[config.mk]
export PLATFORM = sky130hd
export DESIGN_NAME = writeback_arbiter_flat
export DESIGN_NICKNAME = d
export VERILOG_FILES = /design/src/rtl/writeback_arbiter_if.sv /design/src/rtl/writeback_arbiter.sv /design/src/flat_wrapper.sv
export SDC_FILE = /design/constraint.sdc
export NUM_CORES = 1
export LEC_CHECK = 0
export ABC_AREA = 1
export CAP_MARGIN = 20
export CORE_UTILIZATION = 30
export CTS_BUF_LIST = sky130_fd_sc_hd__clkbuf_8
export DETAILED_ROUTE_END_ITERATION = 12
export PLACE_DENSITY = 0.48
export SYNTH_ARGS = -nofsm -noshare
export SYNTH_HDL_FRONTEND = slang
export SYNTH_SLANG_ARGS = --single-unit
[constraint.sdc]
create_clock -name clock -period 14.52 [get_ports clock]
set_input_delay 1.452 -clock clock [delete_from_list [all_inputs] [get_ports clock]]
set_output_delay 1.452 -clock clock [all_outputs]
set_load 0.01 [all_outputs]
[src/rtl/writeback_arbiter_if.sv]
// Writeback arbiter bus: per-pipe result handshake in, per-port PRF write,
// wakeup broadcast and ROB completion out.
interface writeback_arbiter_if #(
    parameter int NUM_PIPES = 4,
    parameter int WB_PORTS  = 2,
    parameter int PRF_IDX_W = 6,
    parameter int ROB_IDX_W = 5
);
    logic [NUM_PIPES-1:0]                in_valid;
    logic [NUM_PIPES-1:0]                in_ready;
    logic [NUM_PIPES-1:0]                in_rd_en;
    logic [NUM_PIPES-1:0][PRF_IDX_W-1:0] in_rd_idx;
    logic [NUM_PIPES-1:0][31:0]          in_rd_data;
    logic [NUM_PIPES-1:0][ROB_IDX_W-1:0] in_rob_idx;

    logic [WB_PORTS-1:0]                 wb_en;
    logic [WB_PORTS-1:0][PRF_IDX_W-1:0]  wb_idx;
    logic [WB_PORTS-1:0][31:0]           wb_data;
    logic [WB_PORTS-1:0]                 ctb_valid;
    logic [WB_PORTS-1:0][PRF_IDX_W-1:0]  ctb_idx;
    logic [WB_PORTS-1:0]                 cm_valid;
    logic [WB_PORTS-1:0][ROB_IDX_W-1:0]  cm_rob_idx;

    // Execution pipes / bench side.
    modport master (
        output in_valid, in_rd_en, in_rd_idx, in_rd_data, in_rob_idx,
        input  in_ready,
        input  wb_en, wb_idx, wb_data, ctb_valid, ctb_idx, cm_valid, cm_rob_idx
    );

    // Arbiter side.
    modport slave (
        input  in_valid, in_rd_en, in_rd_idx, in_rd_data, in_rob_idx,
        output in_ready,
        output wb_en, wb_idx, wb_data, ctb_valid, ctb_idx, cm_valid, cm_rob_idx
    );
endinterface

[src/rtl/writeback_arbiter.sv]
// EX->WB arbiter: per-pipe result FIFOs with empty-queue bypass, round-robin grant
// of up to WB_PORTS results per cycle onto registered PRF/wakeup/completion ports.
module writeback_arbiter #(
    parameter int NUM_PIPES = 4,
    parameter int WB_PORTS  = 2,
    parameter int QDEPTH    = 2,
    parameter int PRF_IDX_W = 6,
    parameter int ROB_IDX_W = 5
) (
    input  logic               clock,
    input  logic               reset,
    input  logic               recover,
    writeback_arbiter_if.slave bus
);
    localparam int PIPE_W = (NUM_PIPES > 1) ? $clog2(NUM_PIPES) : 1;
    localparam int QPTR_W = $clog2(QDEPTH);
    localparam logic [QPTR_W:0] FULL = (QPTR_W+1)'(QDEPTH);

    typedef struct packed {
        logic                 rd_en;
        logic [PRF_IDX_W-1:0] rd_idx;
        logic [31:0]          data;
        logic [ROB_IDX_W-1:0] rob;
    } result_t;

    result_t           mem   [NUM_PIPES][QDEPTH];
    logic [QPTR_W-1:0] head  [NUM_PIPES];
    logic [QPTR_W-1:0] tail  [NUM_PIPES];
    logic [QPTR_W:0]   count [NUM_PIPES];
    logic [PIPE_W-1:0] rr_ptr;

    result_t              incoming [NUM_PIPES];
    result_t              cand     [NUM_PIPES];
    logic [NUM_PIPES-1:0] ready, accept, cand_valid, granted, deq, enq;
    logic [WB_PORTS-1:0]  port_vld;
    logic [PIPE_W-1:0]    port_pipe [WB_PORTS];
    logic [PIPE_W-1:0]    last_pipe;

    logic [WB_PORTS-1:0]                wb_en_q, cm_valid_q;
    logic [WB_PORTS-1:0][PRF_IDX_W-1:0] wb_idx_q;
    logic [WB_PORTS-1:0][31:0]          wb_data_q;
    logic [WB_PORTS-1:0][ROB_IDX_W-1:0] cm_rob_q;

    function automatic logic [PIPE_W-1:0] pipe_at(input logic [PIPE_W-1:0] base, input int offs);
        int s;
        s = int'(base) + offs;
        if (s >= NUM_PIPES) s = s - NUM_PIPES;
        return PIPE_W'(s);
    endfunction

    always_comb begin
        for (int p = 0; p < NUM_PIPES; p++) begin
            // ready depends only on registered count, never on in_valid
            ready[p]      = (count[p] != FULL);
            incoming[p]   = '{rd_en: bus.in_rd_en[p], rd_idx: bus.in_rd_idx[p],
                              data: bus.in_rd_data[p], rob: bus.in_rob_idx[p]};
            accept[p]     = bus.in_valid[p] & ready[p];
            cand_valid[p] = (count[p] != '0) | accept[p];
            cand[p]       = (count[p] != '0) ? mem[p][head[p]] : incoming[p];
        end
    end

    // Port k takes the first not-yet-granted candidate in round-robin order from rr_ptr.
    always_comb begin
        logic              found;
        logic [PIPE_W-1:0] p;
        // NOTE: every variable gets a default before any conditional write, so no latch is inferred.
        found     = 1'b0;
        p         = '0;
        granted   = '0;
        port_vld  = '0;
        last_pipe = rr_ptr;
        for (int k = 0; k < WB_PORTS; k++) begin
            port_pipe[k] = '0;
            found        = 1'b0;
            for (int i = 0; i < NUM_PIPES; i++) begin
                p = pipe_at(rr_ptr, i);
                if (!found && cand_valid[p] && !granted[p]) begin
                    found        = 1'b1;
                    granted[p]   = 1'b1;
                    port_vld[k]  = 1'b1;
                    port_pipe[k] = p;
                    last_pipe    = p;
                end
            end
        end
        for (int q = 0; q < NUM_PIPES; q++) begin
            deq[q] = granted[q] & (count[q] != '0);
            enq[q] = accept[q] & ~(granted[q] & (count[q] == '0));
        end
    end

    // NOTE: sequential state uses non-blocking assignments so all flops update from pre-edge values.
    always_ff @(posedge clock or negedge reset) begin
        if (!reset) begin
            for (int p = 0; p < NUM_PIPES; p++) begin
                head[p]  <= '0;
                tail[p]  <= '0;
                count[p] <= '0;
            end
            rr_ptr     <= '0;
            wb_en_q    <= '0;
            cm_valid_q <= '0;
            wb_idx_q   <= '0;
            wb_data_q  <= '0;
            cm_rob_q   <= '0;
        end else if (recover) begin
            for (int p = 0; p < NUM_PIPES; p++) begin
                head[p]  <= '0;
                tail[p]  <= '0;
                count[p] <= '0;
            end
            rr_ptr     <= '0;
            wb_en_q    <= '0;
            cm_valid_q <= '0;
        end else begin
            for (int p = 0; p < NUM_PIPES; p++) begin
                if (deq[p]) head[p] <= head[p] + 1'b1;
                if (enq[p]) tail[p] <= tail[p] + 1'b1;
                if (enq[p] && !deq[p])      count[p] <= count[p] + 1'b1;
                else if (deq[p] && !enq[p]) count[p] <= count[p] - 1'b1;
            end
            if (|port_vld) rr_ptr <= pipe_at(last_pipe, 1);
            for (int k = 0; k < WB_PORTS; k++) begin
                cm_valid_q[k] <= port_vld[k];
                wb_en_q[k]    <= port_vld[k] & cand[port_pipe[k]].rd_en
                                 & (cand[port_pipe[k]].rd_idx != '0);
                wb_idx_q[k]   <= cand[port_pipe[k]].rd_idx;
                wb_data_q[k]  <= cand[port_pipe[k]].data;
                cm_rob_q[k]   <= cand[port_pipe[k]].rob;
            end
        end
    end

    // NOTE: queue storage is not reset; head/tail/count define which entries are live.
    always_ff @(posedge clock) begin
        for (int p = 0; p < NUM_PIPES; p++) begin
            if (enq[p] && !recover) mem[p][tail[p]] <= incoming[p];
        end
    end

    assign bus.in_ready   = ready;
    assign bus.wb_en      = wb_en_q;
    assign bus.wb_idx     = wb_idx_q;
    assign bus.wb_data    = wb_data_q;
    assign bus.ctb_valid  = wb_en_q;
    assign bus.ctb_idx    = wb_idx_q;
    assign bus.cm_valid   = cm_valid_q;
    assign bus.cm_rob_idx = cm_rob_q;
endmodule

[src/flat_wrapper.sv]
// flat-port wrapper written by rule: the top's interface ports become plain ports
module writeback_arbiter_flat 
#(
    parameter int NUM_PIPES = 4,
    parameter int WB_PORTS  = 2,
    parameter int QDEPTH    = 2,
    parameter int PRF_IDX_W = 6,
    parameter int ROB_IDX_W = 5
)
  (clock, reset, recover, bus_in_valid, bus_in_rd_en, bus_in_rd_idx, bus_in_rd_data, bus_in_rob_idx, bus_in_ready, bus_wb_en, bus_wb_idx, bus_wb_data, bus_ctb_valid, bus_ctb_idx, bus_cm_valid, bus_cm_rob_idx);
  writeback_arbiter_if #(.NUM_PIPES(NUM_PIPES), .WB_PORTS(WB_PORTS), .PRF_IDX_W(PRF_IDX_W), .ROB_IDX_W(ROB_IDX_W)) bus_i ();
  input  logic clock;
  input  logic reset;
  input  logic recover;
  input wire logic [$bits(bus_i.in_valid)-1:0] bus_in_valid;
  input wire logic [$bits(bus_i.in_rd_en)-1:0] bus_in_rd_en;
  input wire logic [$bits(bus_i.in_rd_idx)-1:0] bus_in_rd_idx;
  input wire logic [$bits(bus_i.in_rd_data)-1:0] bus_in_rd_data;
  input wire logic [$bits(bus_i.in_rob_idx)-1:0] bus_in_rob_idx;
  output wire logic [$bits(bus_i.in_ready)-1:0] bus_in_ready;
  output wire logic [$bits(bus_i.wb_en)-1:0] bus_wb_en;
  output wire logic [$bits(bus_i.wb_idx)-1:0] bus_wb_idx;
  output wire logic [$bits(bus_i.wb_data)-1:0] bus_wb_data;
  output wire logic [$bits(bus_i.ctb_valid)-1:0] bus_ctb_valid;
  output wire logic [$bits(bus_i.ctb_idx)-1:0] bus_ctb_idx;
  output wire logic [$bits(bus_i.cm_valid)-1:0] bus_cm_valid;
  output wire logic [$bits(bus_i.cm_rob_idx)-1:0] bus_cm_rob_idx;
  assign bus_i.in_valid = bus_in_valid;
  assign bus_i.in_rd_en = bus_in_rd_en;
  assign bus_i.in_rd_idx = bus_in_rd_idx;
  assign bus_i.in_rd_data = bus_in_rd_data;
  assign bus_i.in_rob_idx = bus_in_rob_idx;
  assign bus_in_ready = bus_i.in_ready;
  assign bus_wb_en = bus_i.wb_en;
  assign bus_wb_idx = bus_i.wb_idx;
  assign bus_wb_data = bus_i.wb_data;
  assign bus_ctb_valid = bus_i.ctb_valid;
  assign bus_ctb_idx = bus_i.ctb_idx;
  assign bus_cm_valid = bus_i.cm_valid;
  assign bus_cm_rob_idx = bus_i.cm_rob_idx;
  writeback_arbiter #(.NUM_PIPES(NUM_PIPES), .WB_PORTS(WB_PORTS), .QDEPTH(QDEPTH), .PRF_IDX_W(PRF_IDX_W), .ROB_IDX_W(ROB_IDX_W)) u_core (.clock(clock), .reset(reset), .recover(recover), .bus(bus_i));
endmodule
==> metrics.yaml, run 1 <==
grt:
  grt_pass1_wl_mm: 112
  antenna_found_initial: 0
  grt_max_degree: 95
  grt_pass1_vias: 17200
  track_usage_pct: 20.5
  grt-ovfl-total: 0
timing:
  finalSetupViolations: 0
  fin_skew_ns: 0.0273
  period_share_pct: 41.8
  rsz0062_at_grt: "false"
  fin_setup_tns_ns: 0
  max_freq_mhz: 165
  worst_pin_slew_ns: 1.10
  slew_viol_final: 0
  hold_violations: 0
  period_minus_slack_ns: 6.06
  maxSlewHeadroom_pct: 26.9
synth:
  synthMuxAreaShare_pct: 0
  syn_area_um2: 21900
  synth_top_family_by_area: "simple AND/OR/NAND/NOR gates"
  ys_types: 39
  yosys.area_share.adder_pct: 0.457
  postSynthCellCount: 2360
  synth_compound_area_share_pct: 8.71
  yosys_warnings: 0
  ys_ff_latch: 460
  avgSynthCellArea_um2: 9.29
  synth_nets: 2551
  synthXorXnorAreaFrac_pct: 0.0799
  synthSimpleGateAreaFrac_pct: 25.6
  yosysSeqAreaShare_pct: 60.5
setup_path:
  cp_top_family: "simple AND/OR/NAND/NOR gates"
  worst-path-stages: 27
  critical_path.startpoint: "u_core.rr_ptr[1]"
  cp_max_fo: 44
  critPathMaxStageDelay_ns: 0.73
  path_class: "flip-flop to flip-flop"
  arrival_ns: 6.35
  crit_buf_inv: 5
  end_kind: "flip-flop"
  crit_end: "u_core.mem[1][52]"
  rr_endpoint: "u_core.mem[1][52]"
  worstSetupStartpointType: "flip-flop"
  required_ns: 14.81
  reg2regPathDepth: 27
  r2r-start: "u_core.rr_ptr[1]"
  slowest_stage: "dfrtp_1"
  ff2ff_setup_slack_ns: 8.46
die:
  io_pins: 291
  dieArea_um2: 74200
  die_w_um: 272
  start_util_pct: 30.5
  core_area_um2: 71900
  floorplan.rows: 98
  die_h_um: 272
placement:
  port-buffer-count: 290
  hpwlAfterDp_mm: 53.6
  gp_congestion: 0.867
detailed_routing:
  vias: 18100
  wl_per_cell_um: 21.6
  drt_iter0_drc: 1629
  first_pass_iters: 6
  remaining_drc_errors: 0
  wirelength_mm: 77.8
  viasPerCell: 5.01
  postRouteAntennaNets: 0
final_layout:
  syn2layout_area_growth_pct: 23.2
  nets: 2784
  multi_input_area_um2: 7710
  most-common-layout-cells: "nand2_1, nand3_1, edfxtp_1, clkdlybuf4s50_1, o21ai_0"
  num-fill-cells: 7247
  regArea_um2: 13300
  final_common_cell: "nand2_1"
  drive_above_1_share_pct: 7.01
  n_antenna_cell: 0
clock_network:
  postCtsHoldBufs: 0
  numCtsBuffers: 84
  htree_levels: 3
  clk_latency_ns: 0.68
  clock-sinks: 460
  clk_pin_slew_worst_paths_ns: 0.05
  cts_max_path_buffers: 3
  cts_resized: 0
  root_buffer: "clkbuf_8"
  tritoncts: "done"
  cts_setup_buffers: 0
worst_hold_path:
  hold_path.class: "flip-flop to flip-flop"
  worstHoldPathCells: 2
run_status:
  status: "finished, final reports clean"
flow_run:
  maxCapViolCount: 0
==> final cells by class <==
| class | count | share of cell area [%] |
|---|---|---|
| Clock buffer | 92 | 4.69 |
| Inverter | 62 | 0.880 |
| Tap cell | 950 | 4.40 |
| Clock inverter | 54 | 0.931 |
| Multi-Input combinational cell | 1670 | 28.5 |
| Sequential cell | 460 | 49.1 |
| Timing Repair Buffer | 315 | 11.4 |
==> synthesized netlist by cell type (all sizes together) <==
library cell,instances,share of area [%]
a21oi,64,1.5
a22oi,1,0.097
a31oi,74,2.1
a32o,3,0.14
a32oi,1,0.040
a41oi,1,0.040
and2,1,0.029
buf,58,1.6
clkbuf,110,1.9
dfrtp,108,12
edfxtp,352,48
ha,8,0.46
inv,62,1.1
nand2,765,13
nand3,389,9.2
nand4,16,0.52
nor2,134,2.4
nor3,7,0.21
o211ai,2,0.068
o21ai,193,4.4
o22a,2,0.080
o22ai,7,0.20
xnor2,1,0.040
xor2,1,0.040
==> tightest hold or removal path, stage by stage, from the launching register on <==
cell	delay (ns)
dfrtp_1	0.36
nand2_1	0.06
o21ai_0	0.06
==> layer usage <==
layer	routed length [µm]	up-vias	GRT usage (%)
li1	-	8634	-
met1	31800	8711	25.4
met2	39200	606	35.5
met3	4590	101	3.69
met4	2310	0	7.36
met5	0	-	0
==> kinds of logic (layout without fill, tap and decap cells) <==
family | after synthesis | in the layout
AOI/OAI and AO/OA | 348 | 348
buffers and inverters | 230 | 523
xor gates and xnor gates | 2 | 2
adders and majority gates | 8 | 8
and+or+nand+nor | 1312 | 1312
DFF | 460 | 460
==> sequential cells by signal (all words and copies together), names as in the netlist <==
register and count:
u_core.rr_ptr 2, u_core.mem 352, u_core.bus.cm_rob_idx 10, u_core.bus.ctb_idx 12, u_core.count 8, u_core.tail 4
u_core.bus.cm_valid 2, u_core.head 4, u_core.bus.ctb_valid 2, u_core.bus.wb_data 64
==> worst min path at each step <==
stage,startpoint,to,slack [ns]
after floorplan,u_core.tail[0],u_core.tail[0],0.46
after global placement,u_core.bus.ctb_idx[5],u_core.bus.ctb_idx[5],0.50
after detailed placement,u_core.bus.ctb_idx[1],u_core.bus.ctb_idx[1],0.51
after CTS,u_core.bus.ctb_idx[1],u_core.bus.ctb_idx[1],0.52
after global routing,u_core.bus.ctb_idx[1],u_core.bus.ctb_idx[1],0.54
final,u_core.bus.ctb_idx[1],u_core.bus.ctb_idx[1],0.52
==> per-stage QoR <==
| stage | instance area [µm²] | setup WS (ns) | cells | hold WS [ns] | util, % |
|---|---|---|---|---|---|
| 3_5_place_dp | 25500 | 7.97 | 3457 | 0.512 | 35.5 |
| 5_1_grt | 27000 | 8.02 | 3603 | 0.543 | 37.6 |
| 2_1_floorplan | 21900 | 8.30 | 2360 | 0.458 | - |
| 4_1_cts | 27000 | 8.50 | 3603 | 0.524 | 37.6 |
| 3_3_place_gp | 25500 | 8.02 | 3457 | 0.500 | 35.5 |
| 6_report | 27000 | 8.46 | 3603 | 0.521 | 37.6 |
Power of run 1 is left out: the tool's default activity adds up to more than one toggle a clock period on the data nets, which glitch-free logic cannot reach.
==> run 2, diff against run 1 <==
- PLACE_DENSITY: 0.48 -> 0.49
- clock period: 14.52 -> 5.4 ns (I/O delays scaled with it)
==> run 2 against run 1 <==
  * Fmax is 28% higher
  * Sequential cell count stayed put
  * Global-route usage hardly changed
  * Critical path type unchanged
  * Critical endpoint is now u_core.mem[3][58]
  * Largest cell class unchanged
==> metrics.yaml, run 2 (synthesis results as in run 1) <==
die:
  floorplan.rows: 98
  dieArea_um2: 74200
  io_pins: 291
  start_util_pct: 30.5
  core_area_um2: 71900
  die_w_um: 272
  die_h_um: 272
timing:
  worst_pin_slew_ns: 0.891
  fin_setup_tns_ns: 0
  slew_viol_final: 0
  finalHoldWorstSlack_ns: 0.348
  hold_violations: 0
  period_share_pct: 87.8
  finalSetupViolations: 0
  max_freq_mhz: 211
  fin_skew_ns: 0.0387
  rsz0062_at_grt: "false"
  fin_ws_ns: 0.658
  maxSlewHeadroom_pct: 40.6
  period_minus_slack_ns: 4.74
setup_path:
  ff2ff_setup_slack_ns: 0.66
  arrival_ns: 5.08
  r2r-start: "u_core.rr_ptr[0]"
  path_class: "flip-flop to flip-flop"
  rr_endpoint: "u_core.mem[3][58]"
  cp_max_fo: 44
  crit_path_cell_trace: "inv_4, ha_1, o21ai_1, nand3_1, nand3_1, nand3_1, nand3_2, buf_4, nand2_2, a21oi_2, nand3_2, inv_2, nand2_1, nand3_1, nand3_2, nand3_4, inv_2, nand2_1, nand2_1, a21oi_1, nand2_1, nor2_4, buf_12"
  end_kind: "flip-flop"
  required_ns: 5.74
  crit_buf_inv: 5
  worstSetupStartpointType: "flip-flop"
  cp_top_family: "simple AND/OR/NAND/NOR gates"
  reg2regPathDepth: 23
  slowest_stage: "o21ai_1"
  critPathMaxStageDelay_ns: 0.52
detailed_routing:
  vias: 18200
  drt_iter0_drc: 1463
  postRouteAntennaNets: 0
  first_pass_iters: 5
  wirelength_mm: 77.8
  wl_per_cell_um: 21.3
  remaining_drc_errors: 0
  viasPerCell: 4.99
final_layout:
  drive_above_1_share_pct: 7.91
  syn2layout_area_growth_pct: 25.6
  n_antenna_cell: 0
  final_common_cell: "nand2_1"
  nets: 2814
  finish.instance_area_um2: 27500
  most-common-layout-cells: "nand2_1, nand3_1, edfxtp_1, clkdlybuf4s50_1, o21ai_0"
  largest_reg_flops: 352
clock_network:
  clock-sinks: 460
  tritoncts: "done"
  clk_latency_ns: 0.68
  numCtsBuffers: 87
  clk_pin_slew_worst_paths_ns: 0.06
  htree_levels: 3
  cts_max_path_buffers: 3
  root_buffer: "clkbuf_8"
grt:
  grt_max_degree: 152
  grt_pass1_wl_mm: 113
  antenna_found_initial: 2
  grt-ovfl-total: 0
  track_usage_pct: 20.5
  grt_pass1_vias: 17500
placement:
  dpl_cell_area_um2: 25900
  hpwlAfterDp_mm: 55.6
  port-buffer-count: 290
  gp_congestion: 0.921
  place_ws_ns: 0.271
worst_hold_path:
  hold_path.class: "primary input to asynchronous set/reset pin"
flow_run:
  maxCapViolCount: 0
run_status:
  status: "finished, final reports clean"
==> run 2: area by class of cell <==
cell class	instances	area, µm²
clock inverters	72	393
flip-flops and latches	460	13300
multi-input cells	1670	7710
clock buffers	88	1210
fillers	7229	44300
inverters	62	238
repair buffers	342	3530
well taps	950	1190
==> run 2: repair_timing <==
item,CTS,global route
hold buffers,1,0
buffers inserted,0,0
hold endpoints to repair,23,0
gates resized for setup,0,0
==> run 2: through the flow <==
stage / std cells / util [%]
2_1_floorplan: 2360 / -
4_1_cts: 3644 / 38.3
6_report: 3644 / 38.3
5_1_grt: 3644 / 38.3
3_5_place_dp: 3483 / 36.1
3_3_place_gp: 3483 / 36.1
==> run 2: worst max path at each step <==
stage / start / end / slack [ns] / cells past startpoint
6_report: u_core.rr_ptr[0] / u_core.mem[3][58] / 0.66 / 23
5_1_grt: u_core.count[2] / u_core.bus.ctb_valid[1] / 0.31 / 25
4_1_cts: u_core.rr_ptr[0] / u_core.mem[0][61] / 0.70 / 23
3_5_place_dp: bus_in_valid[2] / u_core.mem[0][55] / 0.27 / 25
3_3_place_gp: bus_in_valid[2] / u_core.mem[0][52] / 0.34 / 28
2_1_floorplan: u_core.rr_ptr[0] / u_core.mem[0][0] / -0.48 / 29
==> run 2: metal layers <==
layer / track usage [%] / wire length (µm) / vias to the layer above / part of all wire [%]
li1: - / - / 8728 / -
met1: 25.0 / 31600 / 8707 / 41
met2: 35.4 / 38900 / 608 / 50
met3: 4.59 / 4810 / 120 / 6.2
met4: 7.29 / 2480 / 4 / 3.2
met5: 0 / 20 / - / 0.026
Power of run 2 is left out for the same reason.
